[config.mk]
export PLATFORM = sky130hd
export DESIGN_NAME = udp_rx
export DESIGN_NICKNAME = d
export VERILOG_FILES = /design/src/rtl/udp_rx.sv
export SDC_FILE = /design/constraint.sdc
export NUM_CORES = 1
export LEC_CHECK = 0
export ABC_AREA = 1
export CAP_MARGIN = 5
export CORE_MARGIN = 2
export CORE_UTILIZATION = 50
export DETAILED_ROUTE_END_ITERATION = 12
export PLACE_DENSITY = 0.85
export SYNTH_ARGS = -nofsm -noshare
export SYNTH_HDL_FRONTEND = slang
export SYNTH_SLANG_ARGS = --single-unit
[constraint.sdc]
create_clock -name clk -period 4 [get_ports clk]
set_input_delay 0.4 -clock clk [delete_from_list [all_inputs] [get_ports clk]]
set_output_delay 0.4 -clock clk [all_outputs]
set_load 0.05 [all_outputs]
[src/rtl/udp_rx.sv]
// udp_rx: receive-side UDP layer. Strips and decodes the 8-byte UDP header
// from the IP payload stream, forwards the UDP payload with a correctly
// placed last, and reports discarded or truncated frames through a drop code.
module udp_rx #(
    parameter logic [7:0]  UDP_PROTOCOL   = 8'h11,
    parameter bit          PORT_FILTER_EN = 1'b0,
    parameter logic [15:0] LISTEN_PORT    = 16'h0000
) (
    input  logic        clk,
    input  logic        reset,
    input  logic        ip_rx_start,
    input  logic        ip_rx_hdr_is_valid,
    input  logic [7:0]  ip_rx_hdr_protocol,
    input  logic [31:0] ip_rx_hdr_src_ip_addr,
    input  logic [7:0]  ip_rx_data_in,
    input  logic        ip_rx_data_in_valid,
    input  logic        ip_rx_data_in_last,
    output logic        udp_rx_start,
    output logic        udp_rxo_hdr_is_valid,
    output logic [31:0] udp_rxo_hdr_src_ip_addr,
    output logic [15:0] udp_rxo_hdr_src_port,
    output logic [15:0] udp_rxo_hdr_dst_port,
    output logic [15:0] udp_rxo_hdr_data_length,
    output logic [7:0]  udp_rxo_data_out,
    output logic        udp_rxo_data_out_valid,
    output logic        udp_rxo_data_out_last,
    output logic        udp_rx_drop,
    output logic [2:0]  udp_rx_drop_code
);

    typedef enum logic [1:0] {
        IDLE,
        HDR,
        PAYLOAD,
        DRAIN
    } state_t;

    localparam logic [2:0] DROP_NOT_UDP    = 3'd1;
    localparam logic [2:0] DROP_BAD_LEN    = 3'd2;
    localparam logic [2:0] DROP_TRUNC_HDR  = 3'd3;
    localparam logic [2:0] DROP_FILTER     = 3'd4;
    localparam logic [2:0] DROP_ABORT      = 3'd5;
    localparam logic [2:0] DROP_SHORT_DATA = 3'd6;

    state_t      state_q;
    logic [2:0]  hdrCnt_q;
    logic [47:0] hdr_q;
    logic [15:0] payCnt_q;
    logic [31:0] srcIp_q;

    logic        start_q;
    logic        hdrValid_q;
    logic [31:0] outSrcIp_q;
    logic [15:0] outSrcPort_q;
    logic [15:0] outDstPort_q;
    logic [15:0] dataLen_q;
    logic [7:0]  dataOut_q;
    logic        dataValid_q;
    logic        dataLast_q;
    logic        drop_q;
    logic [2:0]  dropCode_q;

    logic        startOk;
    state_t      beatState;
    logic [2:0]  beatHdrCnt;
    logic [15:0] udpLen;
    logic [15:0] hdrDst;
    logic [15:0] hdrSrc;
    logic [15:0] lenMinus8;
    logic [15:0] payNext;
    logic        filterMiss;

    assign startOk    = ip_rx_hdr_is_valid && (ip_rx_hdr_protocol == UDP_PROTOCOL);
    assign hdrSrc     = hdr_q[47:32];
    assign hdrDst     = hdr_q[31:16];
    assign udpLen     = hdr_q[15:0];
    assign lenMinus8  = udpLen - 16'd8;
    assign payNext    = payCnt_q + 16'd1;
    assign filterMiss = PORT_FILTER_EN && (hdrDst != LISTEN_PORT);

    // A beat arriving with ip_rx_start belongs to the new frame, so the state
    // and header byte index seen by that beat are those of a fresh start.
    always_comb begin
        beatState  = state_q;
        beatHdrCnt = hdrCnt_q;
        if (ip_rx_start) begin
            beatState  = startOk ? HDR : DRAIN;
            beatHdrCnt = 3'd0;
        end
    end

    // Frame FSM: header decode, payload forwarding and drop reporting, with
    // all outputs registered; pulses default low every cycle.
    always_ff @(posedge clk) begin
        if (reset) begin
            state_q      <= IDLE;
            hdrCnt_q     <= '0;
            hdr_q        <= '0;
            payCnt_q     <= '0;
            srcIp_q      <= '0;
            start_q      <= 1'b0;
            hdrValid_q   <= 1'b0;
            outSrcIp_q   <= '0;
            outSrcPort_q <= '0;
            outDstPort_q <= '0;
            dataLen_q    <= '0;
            dataOut_q    <= '0;
            dataValid_q  <= 1'b0;
            dataLast_q   <= 1'b0;
            drop_q       <= 1'b0;
            dropCode_q   <= '0;
        end else begin
            start_q     <= 1'b0;
            drop_q      <= 1'b0;
            dataValid_q <= 1'b0;
            dataLast_q  <= 1'b0;

            if (ip_rx_start) begin
                srcIp_q    <= ip_rx_hdr_src_ip_addr;
                hdrCnt_q   <= '0;
                payCnt_q   <= '0;
                hdrValid_q <= 1'b0;
                state_q    <= beatState;
                if (state_q == HDR || state_q == PAYLOAD) begin
                    drop_q     <= 1'b1;
                    dropCode_q <= DROP_ABORT;
                end else if (!startOk) begin
                    drop_q     <= 1'b1;
                    dropCode_q <= DROP_NOT_UDP;
                end
            end

            if (ip_rx_data_in_valid) begin
                case (beatState)
                    HDR: begin
                        if (beatHdrCnt < 3'd6) begin
                            hdr_q <= {hdr_q[39:0], ip_rx_data_in};
                        end
                        hdrCnt_q <= beatHdrCnt + 3'd1;
                        if (beatHdrCnt != 3'd7) begin
                            if (ip_rx_data_in_last) begin
                                drop_q     <= 1'b1;
                                dropCode_q <= DROP_TRUNC_HDR;
                                state_q    <= IDLE;
                            end
                        end else if (udpLen < 16'd8) begin
                            drop_q     <= 1'b1;
                            dropCode_q <= DROP_BAD_LEN;
                            state_q    <= ip_rx_data_in_last ? IDLE : DRAIN;
                        end else if (filterMiss) begin
                            drop_q     <= 1'b1;
                            dropCode_q <= DROP_FILTER;
                            state_q    <= ip_rx_data_in_last ? IDLE : DRAIN;
                        end else begin
                            start_q      <= 1'b1;
                            hdrValid_q   <= 1'b1;
                            outSrcIp_q   <= srcIp_q;
                            outSrcPort_q <= hdrSrc;
                            outDstPort_q <= hdrDst;
                            dataLen_q    <= lenMinus8;
                            payCnt_q     <= '0;
                            if (lenMinus8 == 16'd0) begin
                                state_q <= ip_rx_data_in_last ? IDLE : DRAIN;
                            end else begin
                                state_q <= PAYLOAD;
                            end
                        end
                    end
                    PAYLOAD: begin
                        dataOut_q   <= ip_rx_data_in;
                        dataValid_q <= 1'b1;
                        payCnt_q    <= payNext;
                        if (payNext == dataLen_q || ip_rx_data_in_last) begin
                            dataLast_q <= 1'b1;
                            state_q    <= ip_rx_data_in_last ? IDLE : DRAIN;
                            if (ip_rx_data_in_last && payNext != dataLen_q) begin
                                drop_q     <= 1'b1;
                                dropCode_q <= DROP_SHORT_DATA;
                            end
                        end
                    end
                    DRAIN: begin
                        if (ip_rx_data_in_last) begin
                            state_q <= IDLE;
                        end
                    end
                    default: begin
                    end
                endcase
            end
        end
    end

    assign udp_rx_start            = start_q;
    assign udp_rxo_hdr_is_valid    = hdrValid_q;
    assign udp_rxo_hdr_src_ip_addr = outSrcIp_q;
    assign udp_rxo_hdr_src_port    = outSrcPort_q;
    assign udp_rxo_hdr_dst_port    = outDstPort_q;
    assign udp_rxo_hdr_data_length = dataLen_q;
    assign udp_rxo_data_out        = dataOut_q;
    assign udp_rxo_data_out_valid  = dataValid_q;
    assign udp_rxo_data_out_last   = dataLast_q;
    assign udp_rx_drop             = drop_q;
    assign udp_rx_drop_code        = dropCode_q;

endmodule

==> metrics.csv, run 1 <==
stage,metric,value,unit
finish,filler cell count,1349,
synth,"Avg Cell Area, Syn",7.27,sq um
timing,Hold Slack,0.466,ns
timing,"Setup violations, final",0,
finish,layout cell share with drive strength beyond 1,7.18,%
synth,register area share after synthesis,47.8,%
timing,min cycle time layout,2.70,ns
detailed_routing,WL final,20800,microns
timing,total negative slack,0,ns
synth,synthesized net count,1196,
die,Core ar.,0.0160,sq mm
synth,count of different cell masters after synthesis,33,
cts,clock buffer count from CTS,17,
cts,"Clk pin slew, worst setup/hold paths",0.07,ns
cts,clk buf depth,2,
placement,DPL Wire Length,13600,microns
cts,CTS root buf,clkbuf_16,
finish,"Core Util, Final",65.6,%
timing,relative slew slack,41.1,%
synth,yosys warns,0,
detailed_routing,antenna-violating nets left,0,
power,Peak supply drop,0.335,mV
synth,Main synth FF type,dfxtp_1,
global_route,vias in the first global route,7261,
global_route,overall global routing resource usage,23.8,%
timing,Slew Limit Fails,0,
finish,Ant. Diodes,0,
placement,number of port buffers,149,
setup_path,CP peak stage delay,0.64,ns
setup_path,Crit Path Max Fanout,37,
synth,asr flop ratio synth,0,%
setup_path,crit path DAT,3.06,ns
cts,CTS tree,yes,
global_route,largest net degree at the start of global routing,116,
setup_path,crit-path cells,clkdlybuf4s50_1 -> buf_4 -> inv_2 -> nand2_1 -> inv_1 -> ha_1 -> ha_1 -> nand2_2 -> nor2_4 -> inv_2 -> buf_12 -> nor2_1 -> nor2_1,
detailed_routing,Wirelength per Cell,14.1,microns
min_path,HP Class,flip-flop to flip-flop,
synth,Post-synth EDFFs,0,
setup_path,RR Startpoint,state_q[0]$_SDFF_PP0_,
power,Power Density,414,mW/mm^2
die,num ports,150,
setup_path,CP Capture Point,udp_rxo_hdr_src_port[5]$_SDFFE_PP0P_,
cts,H-tree levels,4,
timing,Final Hold Fails,0,
setup_path,reg-to-reg endpoint,hdr_q[14]$_SDFFE_PP0P_,
setup_path,Critical Path Start,ip_rx_start,
die,Die X,132,microns
synth,Post-Synthesis Cells,1134,
run,max cap viols,0,
global_route,initial antenna violation count,0,
detailed_routing,initial DRC count,653,
die,Die Y,132,microns
setup_path,required time of the critical path,4.36,ns
global_route,grt total ovfl,0,
finish,area delta synth->final,27.3,%
cts,worst-skew pair later-pin latency,0.43,ns
cts,count of clock tree sinks,197,
detailed_routing,total number of vias,7718,
cts,post-CTS resize count,0,
global_route,global-route wire length before repair,34500,microns
setup_path,WS Path Type,primary input to flip-flop,
setup_path,"setup slack, reg-to-reg",1.62,ns
timing,Clock Skew,0.00958,ns
timing,Achievable Freq,0.371,GHz
synth,Synth Register Bits,197,
cts,# hold bufs at CTS,0,
cts,setup repair bufs after CTS,0,
detailed_routing,drt first pass iters,5,
die,area of the die,0.0175,sq mm
die,Initial Util,51.6,%
power,Lkg Pwr,0.00436,uW
placement,RD Place Congestion,0.858,
setup_path,Worst setup EP type,flip-flop,
setup_path,Worst setup SP type,primary input,
detailed_routing,drt drc,0,
timing,worst slew pin tran,0.884,ns
run_status,status,completed,
die,row count,46,
detailed_routing,vias per cell,5.20,
timing,RSZ-0062 raised after global routing,no,
finish,"commonest cells after routing, fill and taps aside","nor2_1 (313), dfxtp_1 (197), o21ai_0 (176), clkdlybuf4s50_1 (149), nand2_1 (139)",
finish,nets,1316,
finish,"leading cell type in the layout, fill and taps excluded",nor2_1,
synth,synthesized cell area,0.00825,sq mm
setup_path,CP max stage cell,clkdlybuf4s50_1,
setup_path,Worst Reg2Reg Path Length in Cells,10,
timing,period utilisation layout,67.4,%
==> metrics by stage <==
step	setup WS (ns)	cell area (sq um)	power, uW	instances
after global routing	1.08	10500	4500	1483
final	1.30	10500	4350	1483
after floorplan	1.77	8250	2390	1134
after global placement	0.969	9860	2530	1451
after detailed placement	0.901	9860	2540	1451
after CTS	1.32	10500	4370	1483
==> kinds of logic (layout without fill, tap and decap cells) <==
| logic type | count (synthesis) | after routing | share of synthesized area (%) |
|---|---|---|---|
| and+or+nand+nor | 542 | 542 | 27.5 |
| AOI/OAI and AO/OA | 243 | 243 | 15.7 |
| DFF | 197 | 197 | 47.8 |
| buffers and inverters | 131 | 264 | 6.49 |
| xor gates and xnor gates | 13 | 13 | 1.38 |
| adders and majority gates | 8 | 8 | 1.21 |
==> worst max-delay path: cells and delay by family <==
| family | cells | cell delay, ns |
|---|---|---|
| buffers and inverters | 6 | 1.71 |
| adder cells (fa/ha/maj) | 2 | 0.44 |
| AND/OR/NAND/NOR | 5 | 0.49 |
==> metal layers <==
layer	global-route usage (%)	share of wire [%]	vias to the layer above
met3	5.82	5.9	34
met2	39.2	47	245
met1	30.6	45	3542
met4	8.00	2.1	0
met5	0	0	-
li1	-	-	3897
==> layout make-up <==
class / instances / area (sq um) / area share [%]
clock inverter: 13 / 194 / 1.85
timing repair buffer: 162 / 1600 / 15.2
multi-input combinational: 806 / 3770 / 35.9
clock buffer: 19 / 453 / 4.31
tap: 216 / 270 / 2.57
inverter: 70 / 265 / 2.53
sequential: 197 / 3940 / 37.6
==> synthesized netlist by cell type (2+ instances only) <==
cell type  count  area share (%)
nand4_1        9            0.68
clkbuf_1      41             1.9
nand3b_1       5            0.46
a31oi_1        2            0.15
nor3_1         5            0.30
o21ai_0      176              11
nand3_1       43             2.6
inv_1         64             2.9
nand2_2        4            0.30
nand3_2       13             1.6
o31ai_1        2            0.18
nor4_1         2            0.15
buf_2         14            0.85
buf_4          5            0.46
inv_2          5            0.23
nor2_1       313              14
dfxtp_1      197              48
nor2_4         2            0.27
a21oi_2       12             1.3
xnor2_1        2            0.21
nor2_2         6            0.46
xor2_1        11             1.2
nand2_1      139             6.3
a21oi_1       46             2.8
ha_1           8             1.2
==> power breakdown <==
group          internal [uW]  switching (uW)  total (uW)
clock                   1090             757        1850
combinational            163             270         433
sequential              2030            43.5        2070
total                   3280            1070        4350
==> registers in the layout (all words and copies together) (netlist names) <==
signal                   count
payCnt_q                    16
udp_rxo_hdr_src_port        16
hdr_q                       48
udp_rxo_hdr_data_length     16
udp_rxo_hdr_is_valid         1
udp_rxo_data_out_valid       1
udp_rxo_data_out_last        1
srcIp_q                     32
udp_rx_drop                  1
udp_rxo_hdr_src_ip_addr     32
udp_rx_drop_code             3
udp_rxo_data_out             8
state_q                      2
udp_rxo_hdr_dst_port        16
hdrCnt_q                     3
udp_rx_start                 1
==> how the worst min path moves through the flow <==
| stage | from | end | slack (ns) | cells past startpoint |
|---|---|---|---|---|
| 2_1_floorplan | srcIp_q[26]$_SDFFE_PP0P_ | udp_rxo_hdr_src_ip_addr[26]$_SDFFE_PP0P_ | 0.45 | 2 |
| 3_3_place_gp | udp_rxo_hdr_is_valid$_SDFF_PP0_ | udp_rxo_hdr_is_valid$_SDFF_PP0_ | 0.45 | 2 |
| 3_5_place_dp | udp_rxo_hdr_is_valid$_SDFF_PP0_ | udp_rxo_hdr_is_valid$_SDFF_PP0_ | 0.46 | 2 |
| 4_1_cts | udp_rxo_hdr_is_valid$_SDFF_PP0_ | udp_rxo_hdr_is_valid$_SDFF_PP0_ | 0.47 | 2 |
| 5_1_grt | udp_rxo_hdr_is_valid$_SDFF_PP0_ | udp_rxo_hdr_is_valid$_SDFF_PP0_ | 0.49 | 2 |
| 6_report | udp_rxo_hdr_is_valid$_SDFF_PP0_ | udp_rxo_hdr_is_valid$_SDFF_PP0_ | 0.47 | 2 |
Power figures use the tool's default switching activity.
==> inputs of run 2 (changes only) <==
--- a/config.mk
+++ b/config.mk
@@ -8,9 +8,9 @@
 export ABC_AREA = 1
 export CAP_MARGIN = 5
 export CORE_MARGIN = 2
-export CORE_UTILIZATION = 50
+export CORE_UTILIZATION = 47
 export DETAILED_ROUTE_END_ITERATION = 12
-export PLACE_DENSITY = 0.85
+export PLACE_DENSITY = 0.84
 export SYNTH_ARGS = -nofsm -noshare
 export SYNTH_HDL_FRONTEND = slang
 export SYNTH_SLANG_ARGS = --single-unit
==> constraint.sdc (replaced) <==
create_clock -name clk -period 2.2 [get_ports clk]
set_input_delay 0.22 -clock clk [delete_from_list [all_inputs] [get_ports clk]]
set_output_delay 0.22 -clock clk [all_outputs]
set_load 0.05 [all_outputs]
==> run 2 against run 1 <==
Effect of this change:
- die area increased by 6.2%
- first-iteration DRC count shrank 2.1%
- sequential share of layout area is 1.6 points lower
- largest power group unchanged
==> metrics.csv, run 2 (same netlist as run 1, synthesis figures left out) <==
stage,metric,value,unit,change
die,Core ar.,0.0172,sq mm,+7.7%
finish,Ant. Diodes,0,,unchanged
die,Initial Util,47.9,%,-3.7 points
timing,Clock Skew,0.0145,ns,+0.00495 ns
setup_path,Worst setup SP type,primary input,,
detailed_routing,WL final,21900,microns,+5.3%
setup_path,WS Path Type,primary input to flip-flop,,
cts,CTS tree,yes,,
setup_path,RR Startpoint,payCnt_q[1]$_SDFF_PP0_,,
finish,Biggest register,hdr_q,,
finish,design area,0.0110,sq mm,+4.8%
timing,worst slew pin tran,0.610,ns,-0.274 ns
power,Peak supply drop,0.571,mV,+71%
power,Power Density,700,mW/mm^2,+69%
placement,number of port buffers,149,,unchanged
setup_path,Critical Path Start,ip_rx_start,,
placement,RD Place Congestion,0.885,,+3.1%
cts,worst-skew pair later-pin latency,0.44,ns,about the same
global_route,global-route wire length before repair,35200,microns,+2.2%
global_route,vias in the first global route,7426,,+2.3%
run,max cap viols,0,,unchanged
timing,relative slew slack,59.4,%,+18 points
timing,Final Hold Fails,0,,unchanged
global_route,grt total ovfl,0,,unchanged
timing,Slew Limit Fails,0,,unchanged
cts,count of clock tree sinks,197,,unchanged
finish,max reg flops,48,,unchanged
min_path,HP Class,primary input to flip-flop,,
finish,"leading cell type in the layout, fill and taps excluded",nor2_1,,
power,total power,7700,uW,+77%
detailed_routing,Wirelength per Cell,14.3,microns,+1.8%
finish,"commonest cells after routing, fill and taps aside","nor2_1 (309), dfxtp_1 (191), o21ai_0 (175), clkdlybuf4s50_1 (149), nand2_1 (137)",,
timing,"Setup violations, final",0,,unchanged
detailed_routing,antenna-violating nets left,0,,unchanged
detailed_routing,vias per cell,5.21,,+0.16%
detailed_routing,drt first pass iters,5,,unchanged
cts,CTS root buf,clkbuf_16,,
die,Die Y,136,microns,+3.0%
placement,DPL Wire Length,14800,microns,+9.0%
setup_path,Crit Path Max Fanout,34,,-8.1%
detailed_routing,drt drc,0,,unchanged
die,row count,48,,+4.3%
finish,nets,1357,,+3.1%
cts,H-tree levels,4,,unchanged
cts,clock buffer count from CTS,17,,unchanged
detailed_routing,initial DRC count,639,,-2.1%
detailed_routing,total number of vias,7991,,+3.5%
cts,clk buf depth,2,,unchanged
finish,layout cell share with drive strength beyond 1,11.5,%,+4.3 points
run_status,status,completed,,
timing,min cycle time layout,2.06,ns,
setup_path,Worst setup EP type,flip-flop,,
timing,period utilisation layout,93.5,%,
setup_path,crit path DAT,2.37,ns,-0.69 ns
cts,# hold bufs at CTS,0,,unchanged
timing,Achievable Freq,0.486,GHz,
die,num ports,150,,unchanged
global_route,overall global routing resource usage,23.6,%,-0.19 points
finish,filler cell count,1417,,+5.0%
finish,area delta synth->final,33.4,%,
global_route,largest net degree at the start of global routing,82,,-29%
placement,DP Area,0.0103,sq mm,+4.5%
die,Die X,136,microns,+3.0%
min_path,min-delay src,ip_rx_hdr_src_ip_addr[0],,
die,area of the die,0.0186,sq mm,+6.2%
setup_path,required time of the critical path,2.51,ns,-1.85 ns
power,Lkg Pwr,0.00460,uW,+5.5%
global_route,initial antenna violation count,0,,unchanged
cts,"Clk pin slew, worst setup/hold paths",0.07,ns,about the same
run 2: changes by cell type in the layout (fill, tap and decap cells not counted), moves of 3 or more:
| cell | delta |
|---|---|
| dfxtp_1 | -6 |
| nor2_1 | -4 |
| nor2_4 | +5 |
| bufinv_16 | -3 |
| clkinvlp_4 | -3 |
| buf_4 | +28 |
| buf_12 | +13 |
| dfxtp_2 | +6 |
run 2: final timing paths:
kind / slack, ns / depth (start not counted) / endpoint
setup / recovery: 0.14 / 12 / udp_rxo_hdr_src_ip_addr[25]$_SDFFE_PP0P_
hold / removal: 0.37 / 3 / srcIp_q[0]$_SDFFE_PP0P_
setup reg to reg: 0.17 / 16 / udp_rx_drop_code[1]$_SDFF_PP0_
hold reg to reg: 0.46 / 2 / udp_rxo_hdr_is_valid$_SDFF_PP0_
run 2: layout make-up:
cell class                      count  area, sq um  area share [%]
Multi-Input combinational cell    806         3850            35.0
Clock inverter                     14          140            1.27
Sequential cell                   197         3950            35.9
Clock buffer                       18          439            3.99
Inverter                           70          265            2.41
Tap cell                          225          282            2.56
Timing Repair Buffer              203         2070            18.8
run 2: repair_timing:
action	in CTS	in global routing
buffers inserted	0	3
gates resized for setup	0	25
endpoints found under the setup margin	0	23
run 2: stage by stage:
step,util [%],TNS [ns],setup WS (ns),hold slack (ns),std cells
global placement,59.8,-25.34,-0.233,0.452,1498
global route,63.8,-0.0203,-0.0102,0.373,1533
detailed placement,59.8,-28.22,-0.322,0.455,1498
CTS,63.1,0,0.0186,0.354,1530
finish,63.8,0,0.143,0.370,1533
floorplan,-,0,0.153,0.301,1134
run 2: metal layers:
| metal | vias up | track usage (%) | wire length (microns) |
|---|---|---|---|
| li1 | 3975 | - | - |
| met1 | 3696 | 29.9 | 9570 |
| met2 | 263 | 39.2 | 10500 |
| met3 | 57 | 5.18 | 1180 |
| met4 | 0 | 9.03 | 643 |
| met5 | - | 0 | 0 |
run 2: power by group:
group,switching (uW),internal [uW],total [uW]
Sequential,77.7,3690,3760
Clock,1440,1630,3070
Combinational,507,360,867
run 2: critical path, cell delays in order:
cell	delay, ns
clkdlybuf4s50_1	0.41
buf_4	0.18
or2_2	0.30
nand2_1	0.12
ha_1	0.20
nand2_1	0.09
buf_4	0.15
nor2_4	0.14
inv_2	0.13
buf_12	0.19
nor2_1	0.15
nor2_1	0.08
